## config.mk

```make
export PLATFORM = sky130hd
export DESIGN_NAME = mult_issue_queue
export DESIGN_NICKNAME = d
export VERILOG_FILES = /design/src/rtl/mulq_pkg.sv /design/src/rtl/mulq_fifo.sv /design/src/rtl/mult_issue_queue.sv
export SDC_FILE = /design/constraint.sdc
export NUM_CORES = 1
export LEC_CHECK = 0
export BUFFER_PORTS_ARGS = -buffer_cell sky130_fd_sc_hd__buf_2
export CORE_MARGIN = 2
export CORE_UTILIZATION = 40
export DETAILED_ROUTE_END_ITERATION = 12
export GPL_ROUTABILITY_DRIVEN = 0
export PLACE_DENSITY = 0.57
export RECOVER_POWER = 100
export SETUP_SLACK_MARGIN = 0.4
export SYNTH_ARGS = -nofsm -noshare
export SYNTH_HDL_FRONTEND = slang
export SYNTH_SLANG_ARGS = --single-unit
```

## constraint.sdc

```tcl
create_clock -name clk -period 4.4 [get_ports clk]
set_clock_uncertainty 0.05 [all_clocks]
set_input_delay 0.44 -clock clk [delete_from_list [all_inputs] [get_ports clk]]
set_output_delay 0.44 -clock clk [all_outputs]
set_load 0.05 [all_outputs]
```

## src/rtl/mulq_pkg.sv

```systemverilog
// rtl/mulq_pkg.sv - shared types and defaults for the multiplier issue queue
package mulq_pkg;

    localparam int OP_W            = 32;
    localparam int PROD_W          = 64;
    localparam int DEF_DEPTH       = 4;
    localparam int DEF_MUL_LATENCY = 34;
    localparam int DEF_ON_CYCLES   = 2;

    typedef enum logic [1:0] {
        IDLE  = 2'd0,
        ISSUE = 2'd1,
        WAIT  = 2'd2,
        HOLD  = 2'd3
    } mulq_state_t;

endpackage

```

## src/rtl/mulq_fifo.sv

```systemverilog
// rtl/mulq_fifo.sv - operand-pair FIFO with wrapping pointers and occupancy count
module mulq_fifo #(
    parameter int DEPTH = 4,
    parameter int WIDTH = 64
) (
    input  logic                     clk,
    input  logic                     rst,
    input  logic                     push,
    input  logic                     pop,
    input  logic [WIDTH-1:0]         push_data,
    output logic [WIDTH-1:0]         head_data,
    output logic                     full,
    output logic                     empty,
    output logic [$clog2(DEPTH):0]   count
);

    localparam int PW = $clog2(DEPTH);
    localparam logic [PW:0] DEPTH_C = (PW+1)'(DEPTH);

    logic [WIDTH-1:0] mem [DEPTH];
    logic [PW-1:0]    wr_ptr;
    logic [PW-1:0]    rd_ptr;

    assign full      = (count == DEPTH_C);
    assign empty     = (count == '0);
    assign head_data = mem[rd_ptr];

    // Entry storage; contents are don't-care until written, so no reset.
    always_ff @(posedge clk) begin
        if (push) begin
            mem[wr_ptr] <= push_data;
        end
    end

    // Pointers wrap naturally at the power-of-two depth; count tracks occupancy.
    always_ff @(posedge clk) begin
        if (rst) begin
            wr_ptr <= '0;
            rd_ptr <= '0;
            count  <= '0;
        end else begin
            if (push) begin
                wr_ptr <= wr_ptr + 1'b1;
            end
            if (pop) begin
                rd_ptr <= rd_ptr + 1'b1;
            end
            case ({push, pop})
                2'b10:   count <= count + 1'b1;
                2'b01:   count <= count - 1'b1;
                default: count <= count;
            endcase
        end
    end

endmodule

```

## src/rtl/mult_issue_queue.sv

```systemverilog
// rtl/mult_issue_queue.sv - queues operand pairs and issues them one at a time to a multi-cycle multiplier (optional res_ovf via MULQ_OVERFLOW_FLAG_EN)
module mult_issue_queue
    import mulq_pkg::*;
#(
    parameter int DEPTH       = DEF_DEPTH,
    parameter int MUL_LATENCY = DEF_MUL_LATENCY,
    parameter int ON_CYCLES   = DEF_ON_CYCLES
) (
    input  logic              clk,
    input  logic              rst,
    input  logic              in_valid,
    output logic              in_ready,
    input  logic [OP_W-1:0]   in_a,
    input  logic [OP_W-1:0]   in_b,
    output logic [OP_W-1:0]   mul_a,
    output logic [OP_W-1:0]   mul_b,
    output logic              mul_on,
    input  logic [PROD_W-1:0] mul_out,
    output logic              res_valid,
    input  logic              res_ready,
    output logic [PROD_W-1:0] res_data
`ifdef MULQ_OVERFLOW_FLAG_EN
    ,
    output logic              res_ovf
`endif
);

    localparam int          CW      = $clog2(DEPTH) + 1;
    localparam logic [8:0]  LAT_C   = 9'(MUL_LATENCY);
    localparam logic [8:0]  ON_LAST = 9'(ON_CYCLES - 1);

    mulq_state_t           state;
    mulq_state_t           state_nxt;
    logic [8:0]            timer;
    logic                  start;
    logic                  capture;
    logic                  push;
    logic                  pop;
    logic                  fifo_full;
    logic                  fifo_empty;
    logic [CW-1:0]         fifo_count;
    logic [2*OP_W-1:0]     fifo_head;

    assign in_ready = !fifo_full;
    assign push     = in_valid && in_ready;
    assign pop      = capture && !fifo_empty;
    assign mul_on   = (state == ISSUE);

    mulq_fifo #(
        .DEPTH (DEPTH),
        .WIDTH (2*OP_W)
    ) u_fifo (
        .clk       (clk),
        .rst       (rst),
        .push      (push),
        .pop       (pop),
        .push_data ({in_a, in_b}),
        .head_data (fifo_head),
        .full      (fifo_full),
        .empty     (fifo_empty),
        .count     (fifo_count)
    );

    // Next-state decode; timer counts cycles since the first mul_on cycle.
    always_comb begin
        state_nxt = state;
        start     = 1'b0;
        capture   = 1'b0;
        case (state)
            IDLE: begin
                if (fifo_count != '0) begin
                    state_nxt = ISSUE;
                    start     = 1'b1;
                end
            end
            ISSUE: begin
                if (timer == ON_LAST) begin
                    state_nxt = WAIT;
                end
            end
            WAIT: begin
                if (timer >= LAT_C) begin
                    capture   = 1'b1;
                    state_nxt = HOLD;
                end
            end
            HOLD: begin
                if (res_valid && res_ready) begin
                    state_nxt = IDLE;
                end
            end
            default: state_nxt = IDLE;
        endcase
    end

    // State, timer, operand latch and result register; reset wins over everything.
    always_ff @(posedge clk) begin
        if (rst) begin
            state     <= IDLE;
            timer     <= '0;
            mul_a     <= '0;
            mul_b     <= '0;
            res_valid <= 1'b0;
            res_data  <= '0;
        end else begin
            state <= state_nxt;
            if (start) begin
                timer          <= '0;
                {mul_a, mul_b} <= fifo_head;
            end else if (state == ISSUE || state == WAIT) begin
                timer <= timer + 9'd1;
            end
            if (capture) begin
                res_valid <= 1'b1;
                res_data  <= mul_out;
            end else if (state == HOLD && res_valid && res_ready) begin
                res_valid <= 1'b0;
            end
        end
    end

`ifdef MULQ_OVERFLOW_FLAG_EN
    // Overflow flag is captured alongside the product it describes.
    always_ff @(posedge clk) begin
        if (rst) begin
            res_ovf <= 1'b0;
        end else if (capture) begin
            res_ovf <= (mul_out[63:32] != '0);
        end
    end
`endif

endmodule

```

==> results of run 1 <==
[layout by cell type (no fill, tap or decap), types with 2 or more instances in the layout]
cell       synthesis  routed
buf_4              3       6
nand4_1            2       2
nor4_1             2       2
buf_2             18      66
clkinv_1           0       3
clkbuf_16          0      45
and3_4             0       2
dfxtp_1          147     145
and3_1             6       2
dfxtp_4            0       2
or4_1              1       2
edfxtp_1         256     256
clkbuf_1          32     211
xor2_1             9       9
a21oi_1          134     134
clkbuf_2           0       2
nor2_1            15      15
or3_1              3       3
and3_2             0       2
xnor2_1            2       2
inv_1             10      10
clkinv_2           0       5
bufinv_16          0       2
o21ai_0            4       4
nand2_1          261     261
nand2b_1           5       4
a211oi_1           2       2
clkbuf_8           0       8
ha_1              13      13
nand3_1            4       4
mux4_2            64      64
[power groups by stage]
| stage | Combinational (mW) | Clock (mW) | Sequential (mW) |
|---|---|---|---|
| 6_report | 1.17 | 3.56 | 4.37 |
| 5_1_grt | 1.27 | 3.80 | 4.40 |
| 4_1_cts | 1.25 | 3.66 | 4.37 |
| 3_5_place_dp | 1.24 | 0 | 4.45 |
| 3_3_place_gp | 1.24 | 0 | 4.44 |
| 2_1_floorplan | 0.496 | 0 | 4.78 |
[sequential cells by signal (all words and copies together), names as in the netlist, 3 cells and up]
signal        flops
u_fifo.mem      256
timer             9
u_fifo.count      3
mul_b            32
mul_a            32
res_data         64
[critical path, delay by kind of cell, from the launching register on]
kind                   cells  cell delay, ps
flip-flops                 1             330
AND/OR/NAND/NOR            3            2020
buffers and inverters      1             310
AO/OA/AOI/OAI              1             330
[cell type report]
cell class                      count  area [um^2]  share of cell area (%)
Sequential cell                   403        10640                   60.50
Antenna cell                        1        2.502                 0.01423
Clock inverter                     13        130.1                  0.7401
Timing Repair Buffer              275         1156                   6.576
Inverter                           10        37.54                  0.2135
Multi-Input combinational cell    542         3755                   21.36
Clock buffer                       64         1277                   7.266
Tap cell                          468        585.6                   3.330
[cells by family after synthesis]
logic type / count (synthesis) / synth area share, %
compound gates: 146 / 5.200
simple gates: 306 / 8.406
flops: 403 / 72.43
buf+inv: 70 / 2.174
mux: 65 / 9.889
xor+xnor: 11 / 0.6565
fa+ha+maj: 14 / 1.245
[metrics by stage]
step / instances / power (mW)
2_1_floorplan: 1015 / 5.276
3_3_place_gp: 1698 / 5.678
3_5_place_dp: 1698 / 5.692
4_1_cts: 1775 / 9.278
5_1_grt: 1776 / 9.469
6_report: 1776 / 9.097
[worst paths after layout]
check	end	slack, ps	depth (start not counted)
setup / recovery	timer[1]	1260	5
hold / removal	res_data[52]	60	3
setup reg to reg	timer[1]	1260	5
hold reg to reg	res_data[17]	400	2
[cell usage after synthesis (2+ instances only)]
| library cell | instances |
|---|---|
| nor2_1 | 15 |
| or3_1 | 3 |
| or4_4 | 2 |
| a211oi_1 | 2 |
| xor2_1 | 9 |
| mux4_2 | 64 |
| nand2_1 | 261 |
| nor4_1 | 2 |
| buf_2 | 18 |
| edfxtp_1 | 256 |
| nand2b_1 | 5 |
| buf_4 | 3 |
| xnor2_1 | 2 |
| buf_1 | 4 |
| clkbuf_1 | 32 |
| ha_1 | 13 |
| nand3_1 | 4 |
| buf_6 | 3 |
| inv_1 | 10 |
| and3_1 | 6 |
| dfxtp_1 | 147 |
| a21oi_1 | 134 |
| nand4_1 | 2 |
| o21ai_0 | 4 |
[routing by layer]
layer,up-vias,track usage [%]
li1,4208,-
met1,4317,21.92
met2,253,29.64
met3,51,4.404
met4,4,5.683
met5,-,0
==> results.yml, run 1 <==
placement:
  dp_hpwl_um: 19470
  numPortBuffers: 262
  dpl_worst_slack_ps: 1898
  post_dp_cell_area_um2: 16460
power_and_ir_drop:
  seqPwrFrac_pct: 48.0
  power_density_nw_per_um2: 517.4
  p_int_mw: 6.671
  power_frac_clock_pct: 39.1
  power_switching_share_pct: 26.67
  cellLeakagePower_nw: 5.754
  p_sw_mw: 2.427
  peakVddDrop_v: 0.0003661
  p_comb_share_pct: 12.8
synth:
  yosysTopAreaCell: "edfxtp_1"
  yosysTopAreaCellShare_pct: 52.38
  syn_area_per_cell_um2: 14.46
  yosysSeqAreaShare_pct: 72.43
  synth_area_leaders: "edfxtp_1 52%, dfxtp_1 20%, mux4_2 9.8%"
  yosysWarnings: 0
  synth_ff_type: "edfxtp_1"
  netlist_area_um2: 14680
  syn_nets: 1161
  synth_edf_count: 256
  async_flop_share_pct: 0
  synth_cell_types: 38
  ys_ff_latch: 403
  synthCells: 1015
clock_network:
  cts_sinks: 403
  cts_buffers: 43
  cts_setup_buffers: 0
  cts.repair.resized: 0
  cts.root.buffer_cell: "clkbuf_16"
  clock_latency_ps: 560
  cts_tree: "built"
  cts_htree_levels: 2
  cts.path.max_buffers: 3
  clk_pin_slew_ps: 60
  cts-hold-fix-buffers: 0
worst_setup_path:
  path_max_fanout: 65
  critical_path.startpoint: "u_fifo.count[2]"
  cp.arrival_ps: 3540
  crit_chain: "nor3_1 > clkbuf_1 > nand2b_2 > nand2b_1 > a211oi_1"
  cpPeakStageDelay_ps: 1320
  crit_type: "register to register"
  end_kind: "register"
  timing.rr.start: "u_fifo.count[2]"
  critPathRequiredTime_ps: 4800
  cpMaxStageDelayCell: "nand2b_2"
  critical_path.startpoint_type: "register"
route:
  wl_per_cell_um: 18.82
  via_count: 8833
  drtIter0Drc: 339
  drt-total-wl_um: 33420
  drc: 0
  via_per_inst: 4.974
  wl_met1_um: 14450
  dr_wl_met3_um: 2219
  wl_met2_um: 16040
  firstDrtPassIters: 6
  ant_nets: 0
  maxUsedRoutingLayer: "met5"
timing:
  rsz0062_at_grt: "no"
  hold_ws_ps: 62.94
  finalCritPeriodShare_pct: 71.37
  setup_violations: 0
  fin_ws_ps: 1260
  relSlewSlack_pct: -11.95
  drv_slew: 172
  tns_ps: 0
  period_needed_ps: 3140
  max_freq_mhz: 318.5
  hold_viol_final: 0
  worst_slew_pin_slew_ps: 1679
floorplan:
  initial_utilization_pct: 40.38
  die_h_um: 195.6
  die-width_um: 195.6
  coreArea_um2: 36350
  die_area_um2: 38240
  num_rows: 70
  io_pins: 263
grt:
  antenna_found_initial: 3
  grt_max_degree: 69
  grt_pass1_vias: 8952
  grt_pass1_wl_um: 50740
  grt_overflow: 0
  track_usage_pct: 17.44
finish:
  utilization_pct: 48.37
  n_fill_cell: 3310
  fin_nets: 1421
  area_growth_pct: 19.80
  design_area_um2: 17580
  drive_gt1_share_pct: 16.22
outcome:
  outcome: "finished with violations"
  violations: "capacitance limit, slew limit"
worst_hold_path:
  min_from: "mul_out[52]"
  hold_path.class: "input pin to register"
run:
  drv_cap: 3
Note: power is estimated with default switching activity, not from simulation.
==> inputs of run 2 (changes only) <==
ABC_AREA = 1   (was unset)
clock period = 3 ns   (was 4.4 ns; I/O delays follow)
==> results.yml, run 2 <==
finish:
  utilization_pct: 52.23
  layout_common_cells: "403 x nor2_1, 256 x edfxtp_1, 216 x o21ai_0, 200 x clkbuf_1, 145 x dfxtp_1"
  n_fill_cell: 3215
  reg_top3: "u_fifo.mem: 256 flops, res_data: 64 flops"
  fin_nets: 1857
  mostFrequentLayoutCell: "nor2_1"
  area_growth_pct: 28.39
  final_cells: 2211
  largest_register_ff_count: 256
  largest_register: "u_fifo.mem"
  design_area_um2: 19170
  drive_gt1_share_pct: 9.529
placement:
  dp_hpwl_um: 21200
  post_dp_cell_area_um2: 16780
  numPortBuffers: 262
  dp_cells: 2008
synth:
  netlist_area_um2: 14930
  synth_most_common_cell: "nor2_1"
  async_flop_share_pct: 0
  synth_cell_types: 31
  syn_nets: 1483
  synth_common_cells: "405 x nor2_1, 256 x edfxtp_1, 216 x o21ai_0"
  yosysTopAreaCell: "edfxtp_1"
  yosysTopAreaCellShare_pct: 51.50
  yosysWarnings: 0
  synthCells: 1337
  yosysSeqAreaShare_pct: 71.21
  synth_area_leaders: "edfxtp_1 51%, dfxtp_1 20%, nor2_1 10%"
  syn_area_per_cell_um2: 11.17
  synth_edf_count: 256
  synth_ff_type: "edfxtp_1"
  ys_ff_latch: 403
timing:
  finalCritPeriodShare_pct: 79.26
  period_needed_ps: 2378
  worst_slew_pin_slew_ps: 1654
  drv_slew: 130
  rsz0062_at_grt: "no"
  hold_viol_final: 0
  tns_ps: 0
  relSlewSlack_pct: -10.25
  setup_violations: 0
  max_freq_mhz: 420.6
clock_network:
  cts.root.buffer_cell: "clkbuf_16"
  cts_sinks: 403
  cts.path.max_buffers: 3
  cts_setup_buffers: 0
  clock_latency_ps: 560
  cts_htree_levels: 2
  clk_pin_slew_ps: 60
  cts_buffers: 43
  cts_tree: "built"
floorplan:
  io_pins: 263
  coreArea_um2: 36700
  initial_utilization_pct: 40.68
  die-width_um: 197.2
  die_area_um2: 38880
  die_h_um: 197.2
  num_rows: 70
grt:
  antenna_found_initial: 2
  grt_max_degree: 130
  grt_pass1_wl_um: 57730
  grt_overflow: 0
  track_usage_pct: 19.11
  grt_pass1_vias: 10810
route:
  drtIter0Drc: 505
  drc: 0
  ant_nets: 0
  wl_per_cell_um: 16.81
  via_count: 10830
  firstDrtPassIters: 4
  via_per_inst: 4.898
  drt-total-wl_um: 37170
worst_setup_path:
  path_delay_family: "buffers and inverters"
  end_kind: "register"
  critical_path.startpoint_type: "register"
  path_max_fanout: 129
  cp.buffers_inverters: 1
  crit_type: "register to register"
  crit_chain: "clkbuf_4 > nor2_1 > nor2_1 > o21ai_0 > a31oi_1"
  critPathRequiredTime_ps: 3430
  cpMostUsedCell: "nor2_1"
  cpPeakStageDelay_ps: 1130
  cp.arrival_ps: 2810
  cpMaxStageDelayCell: "clkbuf_4"
outcome:
  violations: "capacitance limit, slew limit"
  outcome: "finished with violations"
power_and_ir_drop:
  power_density_nw_per_um2: 736.6
  cellLeakagePower_nw: 6.824
  peakVddDrop_v: 0.0004712
worst_hold_path:
  hold_path.class: "input pin to register"
run:
  drv_cap: 1
-- run 2: changes by cell type after synthesis, sizes merged, moves of 21 or more --
cell   change
a21oi    -117
a31oi     +64
buf       +21
inv       +21
mux4      -64
nand2    -227
nor2     +391
o21ai    +262
-- run 2: power by group --
| group | internal, mW | total [mW] | switching (mW) |
|---|---|---|---|
| logic | 0.550 | 2.19 | 1.64 |
| registers | 6.31 | 6.48 | 0.161 |
| clock network | 3.34 | 5.45 | 2.11 |
-- run 2: kinds of logic after synthesis --
logic type / share of synthesized area (%)
AOI/OAI and AO/OA: 12.17
xor gates and xnor gates: 0.1174
adders and majority gates: 1.224
buffers and inverters: 3.487
DFF: 71.21
and+or+nand+nor: 11.79
-- run 2: cell type report --
class / count / area [um^2] / share of cell area, %
Timing Repair Buffer: 411 / 2567 / 13.40
Inverter: 32 / 128.9 / 0.6724
Tap cell: 468 / 585.6 / 3.055
Multi-Input combinational cell: 820 / 3780 / 19.72
Antenna cell: 1 / 2.502 / 0.01306
Sequential cell: 403 / 10640 / 55.49
Clock inverter: 27 / 316.6 / 1.652
Clock buffer: 49 / 1150 / 5.999
-- run 2: worst register-to-register path: cells and delay by family, from the launching register on --
family                 cells  cell delay (ps)
AO/OA/AOI/OAI              2              320
flip-flops                 1              340
AND/OR/NAND/NOR            2              470
buffers and inverters      1             1130
-- run 2: path summary, 6_finish.rpt --
path | start | end | slack (ps) | cells after the start
max | u_fifo.rd_ptr[0] | mul_a[12] | 620 | 5
min | mul_out[39] | res_data[39] | 70 | 3
max reg2reg | u_fifo.rd_ptr[0] | mul_a[12] | 620 | 5
min reg2reg | res_data[17] | res_data[17] | 430 | 2
-- run 2: stage by stage --
stage	total power, mW	setup slack, ps	hold WS (ps)
6_report	14.12	622.3	67.52
5_1_grt	14.71	365.3	56.72
4_1_cts	14.36	638.5	22.64
3_5_place_dp	8.741	654.7	416.4
3_3_place_gp	8.727	628.5	409.6
2_1_floorplan	8.065	647.2	319.1
-- run 2: timing repair --
action                     in CTS  in global routing
hold endpoints to repair      319                  0
resized for setup               0                  2
hold buffers                  126                  0
setup endpoints to repair       0                  1
-- run 2: metal layers --
layer	global-route usage, %	vias to the layer above	share of wire [%]
met4	6.377	2	2.1
met1	22.36	5041	42
met2	33.67	324	48
met3	5.464	48	7.4
li1	-	5415	-
met5	0	-	0.035
